### config.mk
export PLATFORM = sky130hd
export DESIGN_NAME = dvbc_qam_mapper_flat
export DESIGN_NICKNAME = d
export VERILOG_FILES = /design/src/rtl/dvbc_qam_mapper_if.sv /design/src/rtl/dvbc_qam_mapper.sv /design/src/flat_wrapper.sv
export SDC_FILE = /design/constraint.sdc
export NUM_CORES = 1
export LEC_CHECK = 0
export CELL_PAD_IN_SITES_DETAIL_PLACEMENT = 2
export CELL_PAD_IN_SITES_GLOBAL_PLACEMENT = 2
export CORE_MARGIN = 3
export CORE_UTILIZATION = 39
export DETAILED_ROUTE_END_ITERATION = 6
export GPL_TIMING_DRIVEN = 0
export PLACE_DENSITY = 0.89
export SYNTH_ARGS = -nofsm -noshare
export SYNTH_HDL_FRONTEND = slang
export SYNTH_SLANG_ARGS = --single-unit
### constraint.sdc
create_clock -name clk_sys_i -period 6.4 [get_ports clk_sys_i]
set_input_delay 1.28 -clock clk_sys_i [delete_from_list [all_inputs] [get_ports clk_sys_i]]
set_output_delay 1.28 -clock clk_sys_i [all_outputs]
set_load 0.02 [all_outputs]
### src/rtl/dvbc_qam_mapper_if.sv
// dvbc_qam_mapper stream interface: byte input side and
// symbol output side, each with a valid/ready handshake.
interface dvbc_qam_mapper_if #(
   parameter int BB_SYMBOL_WIDTH = 8
);
   logic [7:0]                        data_i;
   logic                              sync_i;
   logic                              valid_i;
   logic                              ready_o;
   logic signed [BB_SYMBOL_WIDTH-1:0] sym_i_o;
   logic signed [BB_SYMBOL_WIDTH-1:0] sym_q_o;
   logic                              sym_sync_o;
   logic                              sym_valid_o;
   logic                              sym_ready_i;

   modport master (
      output data_i,
      output sync_i,
      output valid_i,
      output sym_ready_i,
      input  ready_o,
      input  sym_i_o,
      input  sym_q_o,
      input  sym_sync_o,
      input  sym_valid_o
   );

   modport slave (
      input  data_i,
      input  sync_i,
      input  valid_i,
      input  sym_ready_i,
      output ready_o,
      output sym_i_o,
      output sym_q_o,
      output sym_sync_o,
      output sym_valid_o
   );
endinterface

### src/rtl/dvbc_qam_mapper.sv
// DVB-C byte-to-symbol converter with differential MSB
// coding and 16/64/256-QAM mapping to signed I/Q.
module dvbc_qam_mapper #(
   parameter int BB_SYMBOL_WIDTH = 8
) (
   input  logic               clk_sys_i,
   input  logic               rst_sys_i,
   input  logic [1:0]         mode_i,
   output logic               err_o,
   dvbc_qam_mapper_if.slave   bus
);
   localparam int W = BB_SYMBOL_WIDTH;

   // held bits are MSB-aligned; bit 14 is the oldest
   logic [14:0]         r_data;
   logic [14:0]         r_mark;
   logic [3:0]          r_cnt;
   logic [1:0]          r_mode;
   logic                r_ip;
   logic                r_qp;
   logic                r_err;
   logic [W-1:0]        r_sym_i;
   logic [W-1:0]        r_sym_q;
   logic                r_sym_sync;
   logic                r_sym_valid;

   logic [7:0]          w_tup;
   logic [7:0]          w_mtup;
   logic [7:0]          w_msk;
   logic [3:0]          w_m;
   logic [3:0]          w_sh;
   logic [2:0]          w_u;
   logic [2:0]          w_v;
   logic [3:0]          w_li;
   logic [3:0]          w_lq;
   logic [W-1:0]        w_x;
   logic [W-1:0]        w_y;
   logic                w_a;
   logic                w_b;
   logic                w_i;
   logic                w_q;
   logic [W-1:0]        w_si;
   logic [W-1:0]        w_sq;
   logic                w_pop;
   logic [3:0]          w_rem;
   logic                w_ready;
   logic                w_acc;
   logic [3:0]          w_base;
   logic [14:0]         w_keep_d;
   logic [14:0]         w_keep_m;
   logic [14:0]         w_ins_d;
   logic [14:0]         w_ins_m;
   logic                w_mode_upd;

   function automatic logic [2:0] f_g2b(input logic [2:0] g);
      return {g[2], g[2] ^ g[1], g[2] ^ g[1] ^ g[0]};
   endfunction

   assign w_tup  = r_data[14:7];
   assign w_mtup = r_mark[14:7] & w_msk;

   // per-mode tuple size, amplitude fields and scale shift
   always_comb begin
      w_m   = 4'd4;
      w_msk = 8'hF0;
      w_u   = {2'b00, w_tup[5]};
      w_v   = {2'b00, w_tup[4]};
      w_sh  = 4'(W - 3);
      case (r_mode)
         2'd1: begin
            w_m   = 4'd6;
            w_msk = 8'hFC;
            w_u   = {1'b0, w_tup[5:4]};
            w_v   = {1'b0, w_tup[3:2]};
            w_sh  = 4'(W - 4);
         end
         2'd2: begin
            w_m   = 4'd8;
            w_msk = 8'hFF;
            w_u   = w_tup[5:3];
            w_v   = w_tup[2:0];
            w_sh  = 4'(W - 5);
         end
         default: begin
            w_m   = 4'd4;
            w_msk = 8'hF0;
            w_u   = {2'b00, w_tup[5]};
            w_v   = {2'b00, w_tup[4]};
            w_sh  = 4'(W - 3);
         end
      endcase
   end

   assign w_li = {f_g2b(w_u), 1'b1};
   assign w_lq = {f_g2b(w_v), 1'b1};
   assign w_x  = {{(W-4){1'b0}}, w_li} << w_sh;
   assign w_y  = {{(W-4){1'b0}}, w_lq} << w_sh;

   assign w_a = w_tup[7];
   assign w_b = w_tup[6];
   assign w_i = (w_a ^ w_b) ? (w_a ^ r_qp) : (w_a ^ r_ip);
   assign w_q = (w_a ^ w_b) ? (w_b ^ r_ip) : (w_b ^ r_qp);

   // quadrant rotation of the first-quadrant point
   always_comb begin
      w_si = w_x;
      w_sq = w_y;
      unique case ({w_i, w_q})
         2'b00: begin w_si = w_x;  w_sq = w_y;  end
         2'b10: begin w_si = -w_y; w_sq = w_x;  end
         2'b11: begin w_si = -w_x; w_sq = -w_y; end
         2'b01: begin w_si = w_y;  w_sq = -w_x; end
      endcase
   end

   assign w_pop   = (r_cnt >= w_m) &&
                    (!r_sym_valid || bus.sym_ready_i);
   assign w_rem   = r_cnt - w_m;
   assign w_ready = (r_cnt <= 4'd7) ||
                    (w_pop && (w_rem <= 4'd7));
   assign w_acc   = bus.valid_i && w_ready;
   assign w_base  = w_pop ? w_rem : r_cnt;

   // new byte lands directly below the bits still held
   assign w_keep_d = w_pop ? (r_data << w_m) : r_data;
   assign w_keep_m = w_pop ? (r_mark << w_m) : r_mark;
   assign w_ins_d  = {bus.data_i, 7'd0} >> w_base;
   assign w_ins_m  = {bus.sync_i, 14'd0} >> w_base;

   assign w_mode_upd = (r_cnt == 4'd0) && !w_acc;

   // bit accumulator and sync markers
   always_ff @(posedge clk_sys_i or posedge rst_sys_i) begin
      if (rst_sys_i) begin
         r_data <= '0;
         r_mark <= '0;
         r_cnt  <= '0;
      end else begin
         r_data <= w_keep_d | (w_acc ? w_ins_d : 15'd0);
         r_mark <= w_keep_m | (w_acc ? w_ins_m : 15'd0);
         r_cnt  <= w_base + (w_acc ? 4'd8 : 4'd0);
      end
   end

   // differential state, mode register and sticky error
   always_ff @(posedge clk_sys_i or posedge rst_sys_i) begin
      if (rst_sys_i) begin
         r_ip   <= 1'b0;
         r_qp   <= 1'b0;
         r_mode <= 2'd0;
         r_err  <= 1'b0;
      end else begin
         if (w_pop) begin
            r_ip <= w_i;
            r_qp <= w_q;
         end
         if (w_mode_upd) begin
            if (mode_i == 2'd3) begin
               r_err <= 1'b1;
            end else if (mode_i != r_mode) begin
               r_mode <= mode_i;
               r_ip   <= 1'b0;
               r_qp   <= 1'b0;
            end
         end
      end
   end

   // output symbol register, held while stalled
   always_ff @(posedge clk_sys_i or posedge rst_sys_i) begin
      if (rst_sys_i) begin
         r_sym_i     <= '0;
         r_sym_q     <= '0;
         r_sym_sync  <= 1'b0;
         r_sym_valid <= 1'b0;
      end else if (w_pop) begin
         r_sym_i     <= w_si;
         r_sym_q     <= w_sq;
         r_sym_sync  <= |w_mtup;
         r_sym_valid <= 1'b1;
      end else if (bus.sym_ready_i) begin
         r_sym_valid <= 1'b0;
      end
   end

   assign bus.ready_o     = w_ready;
   assign bus.sym_i_o     = $signed(r_sym_i);
   assign bus.sym_q_o     = $signed(r_sym_q);
   assign bus.sym_sync_o  = r_sym_sync;
   assign bus.sym_valid_o = r_sym_valid;
   assign err_o           = r_err;
endmodule
### src/flat_wrapper.sv
// flat-port wrapper written by rule: the top's interface ports become plain ports
module dvbc_qam_mapper_flat 
#(
   parameter int BB_SYMBOL_WIDTH = 8
)
  (clk_sys_i, rst_sys_i, mode_i, err_o, bus_data_i, bus_sync_i, bus_valid_i, bus_sym_ready_i, bus_ready_o, bus_sym_i_o, bus_sym_q_o, bus_sym_sync_o, bus_sym_valid_o);
  dvbc_qam_mapper_if #(.BB_SYMBOL_WIDTH(BB_SYMBOL_WIDTH)) bus_i ();
  input  logic clk_sys_i;
  input  logic rst_sys_i;
  input  logic [1:0] mode_i;
  output logic err_o;
  input wire logic [$bits(bus_i.data_i)-1:0] bus_data_i;
  input wire logic [$bits(bus_i.sync_i)-1:0] bus_sync_i;
  input wire logic [$bits(bus_i.valid_i)-1:0] bus_valid_i;
  input wire logic [$bits(bus_i.sym_ready_i)-1:0] bus_sym_ready_i;
  output wire logic [$bits(bus_i.ready_o)-1:0] bus_ready_o;
  output wire logic [$bits(bus_i.sym_i_o)-1:0] bus_sym_i_o;
  output wire logic [$bits(bus_i.sym_q_o)-1:0] bus_sym_q_o;
  output wire logic [$bits(bus_i.sym_sync_o)-1:0] bus_sym_sync_o;
  output wire logic [$bits(bus_i.sym_valid_o)-1:0] bus_sym_valid_o;
  assign bus_i.data_i = bus_data_i;
  assign bus_i.sync_i = bus_sync_i;
  assign bus_i.valid_i = bus_valid_i;
  assign bus_i.sym_ready_i = bus_sym_ready_i;
  assign bus_ready_o = bus_i.ready_o;
  assign bus_sym_i_o = bus_i.sym_i_o;
  assign bus_sym_q_o = bus_i.sym_q_o;
  assign bus_sym_sync_o = bus_i.sym_sync_o;
  assign bus_sym_valid_o = bus_i.sym_valid_o;
  dvbc_qam_mapper #(.BB_SYMBOL_WIDTH(BB_SYMBOL_WIDTH)) u_core (.clk_sys_i(clk_sys_i), .rst_sys_i(rst_sys_i), .mode_i(mode_i), .err_o(err_o), .bus(bus_i));
endmodule
After elaboration in Yosys (flattened, before gate mapping)
Index checks and enable logic that the tools add are counted.

Output and inout port bits: 20. Register bits: 57. Word-level logic and storage cells: 83.

Shift-type cells: 6. Eq/ne operators: 7. $lt $le $gt $ge: 3. Reduce and logical (&&, ||, !) cells: 14. Add/sub/neg operators: 4. Bitwise operators: 13. Mux-type cells: 25.

Operators by type and width (number): one-hot mux 8 bit (4 select lines) (2); two-way mux 15 bit (4); OR 15 bit (2); left shift 15 x 4 -> 15 bit (2); >> shifter 15 x 4 -> 15 bit (2); one-hot mux 3 bit (2 select lines) (3); negator 8 bit (2); one-hot mux 4 bit (2 select lines) (2); left shift 4 x 3 -> 8 bit (2); two-way mux 1 bit (12); XOR 1 bit (9); bitwise AND 8 bit (1); == test 2 bit (second input constant) (4); <= comparator 4 x 3 -> 1 bit (second input constant) (2); two-way mux 4 bit (2); OR reduction 8 bit (1); adder 4 bit (1); == test 2 x 1 -> 1 bit (second input constant) (2); >= comparator 4 bit (1); logical AND 1 bit (4); logical NOT 4 bit (1); subtractor 4 bit (1); AND reduction 3 bit (1); logical NOT 1 bit (2); 6 further kinds (7).

Longest topological paths before layout
Gate-level depths: netlist of run 1.

Word-level depth: 10. Depth in mapped cells: 16.

Worst setup path before layout of run 1
No wires, ideal clock.

Path kind: reg-to-output. Start: register u_core.r_mode[0]. End: output bus_ready_o. Path buffers: 4. Arrival time: 2413 ps. Slack: 2707 ps. Cell stages (with the launch flop): 13. Required time: 5120 ps. Cell sequence: dfrtp_1 inv_1 ha_1 clkbuf_1 inv_1 buf_2 ha_1 a21o_1 a31oi_2 or2_1 buf_6 buf_6 o21ai_2.

Longest elaborated chain between the ends: 6.

Ends and longest elaborated chain: from (decl) (line dvbc_qam_mapper.sv:18) `logic [1:0] r_mode;`; from (signal assigned) (line dvbc_qam_mapper.sv:161) `r_mode <= mode_i;`; == test 2 bit or == test 2 x 1 -> 1 bit (tied branches) (line dvbc_qam_mapper.sv:69) `case (r_mode)`; one-hot mux 4 bit (2 select lines) (*) (line dvbc_qam_mapper.sv:69); subtractor 4 bit or >= comparator 4 bit (tied branches) (line dvbc_qam_mapper.sv:118, dvbc_qam_mapper.sv:116); <= comparator 4 x 3 -> 1 bit or logical AND 1 bit (tied branches) (line dvbc_qam_mapper.sv:120, dvbc_qam_mapper.sv:116); logical AND 1 bit (*) (line dvbc_qam_mapper.sv:120) `(w_pop && (w_rem <= 4'd7));`; logical OR 1 bit (*) (line dvbc_qam_mapper.sv:119) `assign w_ready = (r_cnt <= 4'd7) ||`; to (decl) (line flat_wrapper.sv:16) `output wire logic [$bits(bus_i.ready_o)-1:0] bus_ready_o;`.

Mark *: on every way between the ends. The rest lies on a longest branch, timed or not.

Final worst setup path of run 1
Same ends and word-level chain as after synthesis.

==> flow_metrics.py, run 1 <==
metrics = {
    "floorplanning": {
        "core_mm2": 0.00982,
        "start_util": 0.403,
        "ios": 35,
        "dieArea_mm2": 0.0114,
        "die_h_um": 107,
        "rows": 36,
        "die_w_um": 107,
    },
    "setup_path": {
        "path_class": "flip-flop to primary output",
        "crit_fanout": 11,
        "r2r_slack_ps": 2410,
        "worstPathRequired_ps": 5120,
        "end_kind": "primary output",
        "start_kind": "flip-flop",
        "critPathLaunch": "u_core.r_mode[0]",
        "arrival_ps": 3880,
        "r2r_start": "u_core.r_mode[0]",
    },
    "global_route": {
        "grt_pass1_vias": 4231,
        "antenna_found_initial": 0,
        "grt_usage": 0.261,
        "grt_max_degree": 34,
        "grt_pass1_wl_um": 23200,
        "grt_overflow_total": 0,
    },
    "status": {
        "status": "finished clean",
    },
    "clock_tree": {
        "cts_buffer_depth": 2,
        "clock_sinks": 55,
        "cts_root_buffer": "clkbuf_8",
        "clk_pin_slew_ps": 100,
        "worstSkewPairLatency_ps": 330,
        "hold_buffers": 0,
        "cts_tree": "built",
        "cts_resized": 0,
        "cts_setup_buffers": 0,
        "htree_levels": 2,
        "cts_inserted_buffers": 5,
    },
    "finish": {
        "diodes": 0,
        "drive_gt1_frac": 0.112,
        "area.growth.synth_to_final_pct": 16.2,
        "nets": 512,
        "layout_common_cells": "55 x nand2_1, 55 x dfrtp_1, 34 x clkdlybuf4s50_1",
        "utilization": 0.468,
    },
    "routing": {
        "dr.pass1.iters": 4,
        "routed_wl_um": 14300,
        "vias_per_cell": 6.07,
        "vias": 3776,
        "drt_iter0_markers": 180,
        "wl_per_cell_um": 23.1,
        "remaining_drc_errors": 0,
        "final_antenna_net_count": 0,
    },
    "placed_design": {
        "io_buffers": 34,
        "place_congestion": 0.857,
        "place_hpwl_um": 10800,
    },
    "yosys": {
        "synthCells": 445,
        "synth-edff-count": 0,
        "ys_seq_area_frac": 0.348,
        "synth_xor_area_frac": 0.0288,
        "ys_warn_count": 0,
        "synthMuxAreaShare": 0.109,
        "synth_seq_cells": 55,
        "avgSynthCellArea_um2": 8.89,
        "synth_compound_area_frac": 0.263,
        "synth_adder_area_share": 0.0304,
        "synthArstFlopShare": 1.00,
        "synth_top_family_by_area": "compound AO/OA/AOI/OAI gates",
        "yosys.area_share.simple": 0.157,
        "syn_area_mm2": 0.00396,
        "synthDistinctLibCells": 74,
        "synth_flop_cell": "dfrtp_1",
    },
    "hold_path": {
        "hold_class": "flip-flop to flip-flop",
        "min_from": "u_core.bus.sym_i_o[5]",
    },
    "timing": {
        "finalSetupTns_ps": 0,
        "worst_clock_skew_ps": 9.40,
        "drv_slew": 0,
        "period_share": 0.806,
        "fin_crit_ps": 5160,
        "fmax_mhz": 194,
        "worst_pin_slew_ps": 710,
        "max_slew_margin": 0.525,
        "finalSetupViolations": 0,
        "hold_violations": 0,
        "rsz0062_at_grt": "false",
    },
    "flow_run": {
        "cap_violations": 0,
    },
}
[worst paths after layout]
| check | to | cells after the start |
|---|---|---|
| setup / recovery | bus_ready_o | 13 |
| hold / removal | u_core.bus.sym_i_o[5] | 2 |
| setup reg to reg | u_core.r_mark[4] | 13 |
| hold reg to reg | u_core.bus.sym_i_o[5] | 2 |
| max in group asynchronous | u_core.r_data[0] | 3 |
| min in group asynchronous | u_core.bus.sym_i_o[6] | 2 |
[Yosys cell counts, drive strengths merged (2+ instances only)]
cell type	count	area, um2
o311ai	3	26.3
nor2b	8	50.1
nand3	5	25.0
nand2b	2	12.5
inv	12	45.0
o21a	3	22.5
a31o	2	17.5
o21bai	2	18.8
o211ai	7	52.6
and2	5	31.3
a311o	2	21.3
a211o	3	26.3
xnor2	10	87.6
a32oi	6	52.6
a21o	3	22.5
o22ai	3	18.8
a22o	2	17.5
nand3b	3	22.5
ha	8	100
a211oi	9	67.6
a21oi	28	170
mux2i	33	330
o21ai	38	205
clkbuf	9	33.8
mux2	7	78.8
o31ai	5	37.5
a31oi	5	37.5
nand2	58	225
xor2	3	26.3
buf	25	169
dfrtp	55	1380
a221o	6	60.1
a221oi	5	50.0
nor3b	3	22.5
nor3	7	35.0
nor4	3	18.8
and3	3	18.8
a22oi	3	27.5
nor2	33	124
[through the flow]
stage / setup WS, ps / instances / instance area (um2) / hold slack [ps]
after detailed placement: 1650 / 614 / 4490 / 474
after global routing: 1040 / 622 / 4600 / 530
after global placement: 1780 / 613 / 4470 / 455
after floorplan: 2710 / 446 / 3960 / 450
final: 1240 / 622 / 4600 / 495
after CTS: 1250 / 622 / 4600 / 504
[routing by layer]
layer / up-vias / global-route usage / part of all wire
met2: 75 / 0.480 / 0.52
met4: 0 / 0.0904 / 0.024
met5: - / 0 / 0
li1: 1715 / - / -
met1: 1959 / 0.309 / 0.42
met3: 27 / 0.0397 / 0.035
[logic make-up (layout without fill, tap and decap cells)]
| family | Yosys count | after routing |
|---|---|---|
| xor gates and xnor gates | 13 | 13 |
| muxes | 41 | 41 |
| buffers and inverters | 46 | 89 |
| DFF | 55 | 55 |
| and+or+nand+nor | 135 | 135 |
| AOI/OAI and AO/OA | 145 | 145 |
| adders and majority gates | 9 | 9 |
| other | 1 | 2 |
[cell type report]
class                   count  area, um2
plain buffers              34        203
clock buffers               6       72.6
clock inverters             2       38.8
fillers                  1142       5220
inverters                  12       45.0
multi-input cells         345       2340
flip-flops and latches     55       1380
well taps                 133        166
repair buffers             35        360
[critical path: stages, from the launching register on]
cell,delay [ps]
dfrtp_1,420
inv_1,140
ha_1,200
clkbuf_1,460
inv_1,130
buf_2,250
ha_1,380
a21o_1,150
a31oi_2,70
or2_1,250
buf_6,140
buf_6,140
o21ai_2,190
clkdlybuf4s50_1,630
Power of run 1 is not shown: default switching activity piles up to over one toggle a cycle in this logic, so the estimate is an artifact.
==> inputs of run 2 (changes only) <==
--- a/config.mk
+++ b/config.mk
@@ -8,10 +8,10 @@
 export CELL_PAD_IN_SITES_DETAIL_PLACEMENT = 2
 export CELL_PAD_IN_SITES_GLOBAL_PLACEMENT = 2
 export CORE_MARGIN = 3
-export CORE_UTILIZATION = 39
+export CORE_UTILIZATION = 33
 export DETAILED_ROUTE_END_ITERATION = 6
 export GPL_TIMING_DRIVEN = 0
-export PLACE_DENSITY = 0.89
+export PLACE_DENSITY = 0.8
 export SYNTH_ARGS = -nofsm -noshare
 export SYNTH_HDL_FRONTEND = slang
 export SYNTH_SLANG_ARGS = --single-unit
==> constraint.sdc (replaced) <==
create_clock -name clk_sys_i -period 4.7 [get_ports clk_sys_i]
set_input_delay 0.94 -clock clk_sys_i [delete_from_list [all_inputs] [get_ports clk_sys_i]]
set_output_delay 0.94 -clock clk_sys_i [all_outputs]
set_load 0.02 [all_outputs]
==> run 2 against run 1 <==
Via count is 2.0% lower. Register-to-register slack worse by 1500 ps. Critical path depth unchanged. Utilization shrank 6.4 points. Worst setup slack worse by 690 ps. Worst hold slack got worse by 22 ps. First-iteration DRC count increased by 3.3%. Largest cell class unchanged.
==> flow_metrics.py, run 2 (synthesis results as in run 1) <==
metrics = {
    "status": {
        "status": "finished clean",
    },
    "setup_path": {
        "crit_buf_inv": 7,
        "arrival_ps": 3210,
        "worstPathRequired_ps": 3760,
        "path_class": "flip-flop to primary output",
        "critPathSlowestCell": "dfrtp_1",
        "start_kind": "flip-flop",
        "crit_fanout": 11,
        "cpPeakStageDelay_ps": 400,
        "path_cells": "inv_1 > ha_1 > clkbuf_2 > inv_1 > buf_2 > ha_1 > a21o_1 > a31oi_4 > or2_1 > buf_6 > buf_6 > o21ai_2 > dlymetal6s2s_1",
        "crit_family": "buffers and inverters",
        "end_kind": "primary output",
    },
    "finish": {
        "area.growth.synth_to_final_pct": 18.3,
        "diodes": 0,
        "drive_gt1_frac": 0.115,
        "layout_common_cells": "55 x nand2_1, 55 x dfrtp_1, 33 x nor2_1, 33 x mux2i_1, 33 x clkdlybuf4s50_1",
        "finalInstanceArea_mm2": 0.00468,
        "nets": 512,
    },
    "timing": {
        "fmax_mhz": 241,
        "hold_violations": 0,
        "drv_slew": 0,
        "rsz0062_at_grt": "false",
        "finalSetupViolations": 0,
        "worst_clock_skew_ps": 7.87,
        "finalSetupTns_ps": 0,
        "period_share": 0.883,
        "fin_crit_ps": 4150,
        "max_slew_margin": 0.461,
        "timing.final.ws_setup_ps": 551,
        "worst_pin_slew_ps": 806,
    },
    "placed_design": {
        "io_buffers": 34,
        "place_congestion": 0.844,
        "post-place-ws_ps": 380,
        "place_hpwl_um": 10700,
        "post_dp_cell_area_mm2": 0.00450,
    },
    "hold_path": {
        "hold_class": "flip-flop to flip-flop",
    },
    "routing": {
        "dr.pass1.iters": 4,
        "vias": 3701,
        "final_antenna_net_count": 0,
        "drt_iter0_markers": 186,
        "vias_per_cell": 5.86,
        "routed_wl_um": 14500,
        "wl_per_cell_um": 23.0,
        "remaining_drc_errors": 0,
    },
    "clock_tree": {
        "htree_levels": 2,
        "clk_pin_slew_ps": 70,
        "cts_inserted_buffers": 5,
        "cts_tree": "built",
        "worstSkewPairLatency_ps": 310,
        "clock_sinks": 55,
        "cts_buffer_depth": 2,
        "cts_root_buffer": "clkbuf_16",
    },
    "flow_run": {
        "cap_violations": 0,
    },
    "floorplanning": {
        "rows": 39,
        "die_h_um": 115,
        "core_mm2": 0.0116,
        "start_util": 0.342,
        "dieArea_mm2": 0.0133,
        "ios": 35,
        "die_w_um": 115,
    },
    "global_route": {
        "grt_overflow_total": 0,
        "grt_usage": 0.228,
        "antenna_found_initial": 0,
        "grt_pass1_wl_um": 23400,
        "grt_pass1_vias": 4107,
        "grt_max_degree": 33,
    },
}
==> run 2: changes by cell type in the layout (fill, tap and decap cells not counted) <==
| cell | delta |
|---|---|
| a31oi_2 | -1 |
| a31oi_4 | +1 |
| clkbuf_1 | -1 |
| clkbuf_16 | +5 |
| clkbuf_2 | +1 |
| clkbuf_8 | -5 |
| clkdlybuf4s50_1 | -1 |
| dlymetal6s2s_1 | +1 |
==> run 2: metal layers <==
| metal | share of wire | track usage | vias to the layer above |
|---|---|---|---|
| met5 | 0 | 0 | - |
| met2 | 0.52 | 0.407 | 70 |
| met1 | 0.43 | 0.279 | 1893 |
| met3 | 0.029 | 0.0376 | 24 |
| met4 | 0.023 | 0.0720 | 0 |
| li1 | - | - | 1714 |
==> run 2: area by class of cell <==
cell class              instances  area (um2)
well taps                     143         179
clock inverters                 2        38.8
plain buffers                  34         204
fillers                      1290        6890
repair buffers                 35         363
inverters                      12        45.0
multi-input cells             345        2340
clock buffers                   6         129
flip-flops and latches         55        1380
==> run 2: worst register-to-register path, delay by kind of cell, from the launching register on <==
kind            cells  cell delay [ps]
compound gates      3              420
fa+ha+maj           2              610
buf+inv             6             1810
flops               1              400
simple gates        2              450
==> run 2: repair_timing <==
item                                    4_1_cts  5_1_grt
hold buffers                                  0        0
setup buffers                                 0        0
pin swaps                                     0        0
gates resized for setup                       1        2
hold endpoints to repair                      0        0
endpoints found under the setup margin        1        1
==> run 2: path summary, 6_finish.rpt <==
check	startpoint	endpoint	slack, ps	cells after the start
min in group asynchronous	rst_sys_i	u_core.bus.sym_i_o[5]	1000	2
max in group asynchronous	rst_sys_i	u_core.r_mark[2]	3110	3
hold reg to reg	u_core.err_o	u_core.err_o	470	1
hold / removal	u_core.err_o	u_core.err_o	470	1
setup reg to reg	u_core.r_mode[0]	u_core.bus.sym_i_o[3]	920	13
setup / recovery	u_core.r_mode[0]	bus_ready_o	550	13
==> run 2: per-stage QoR <==
stage / std cells / hold WS [ps] / util
detailed placement: 624 / 459 / 0.389
global route: 632 / 502 / 0.405
finish: 632 / 473 / 0.405
CTS: 632 / 477 / 0.404
floorplan: 446 / 450 / -
global placement: 623 / 451 / 0.387
Power of run 2 is left out for the same reason.
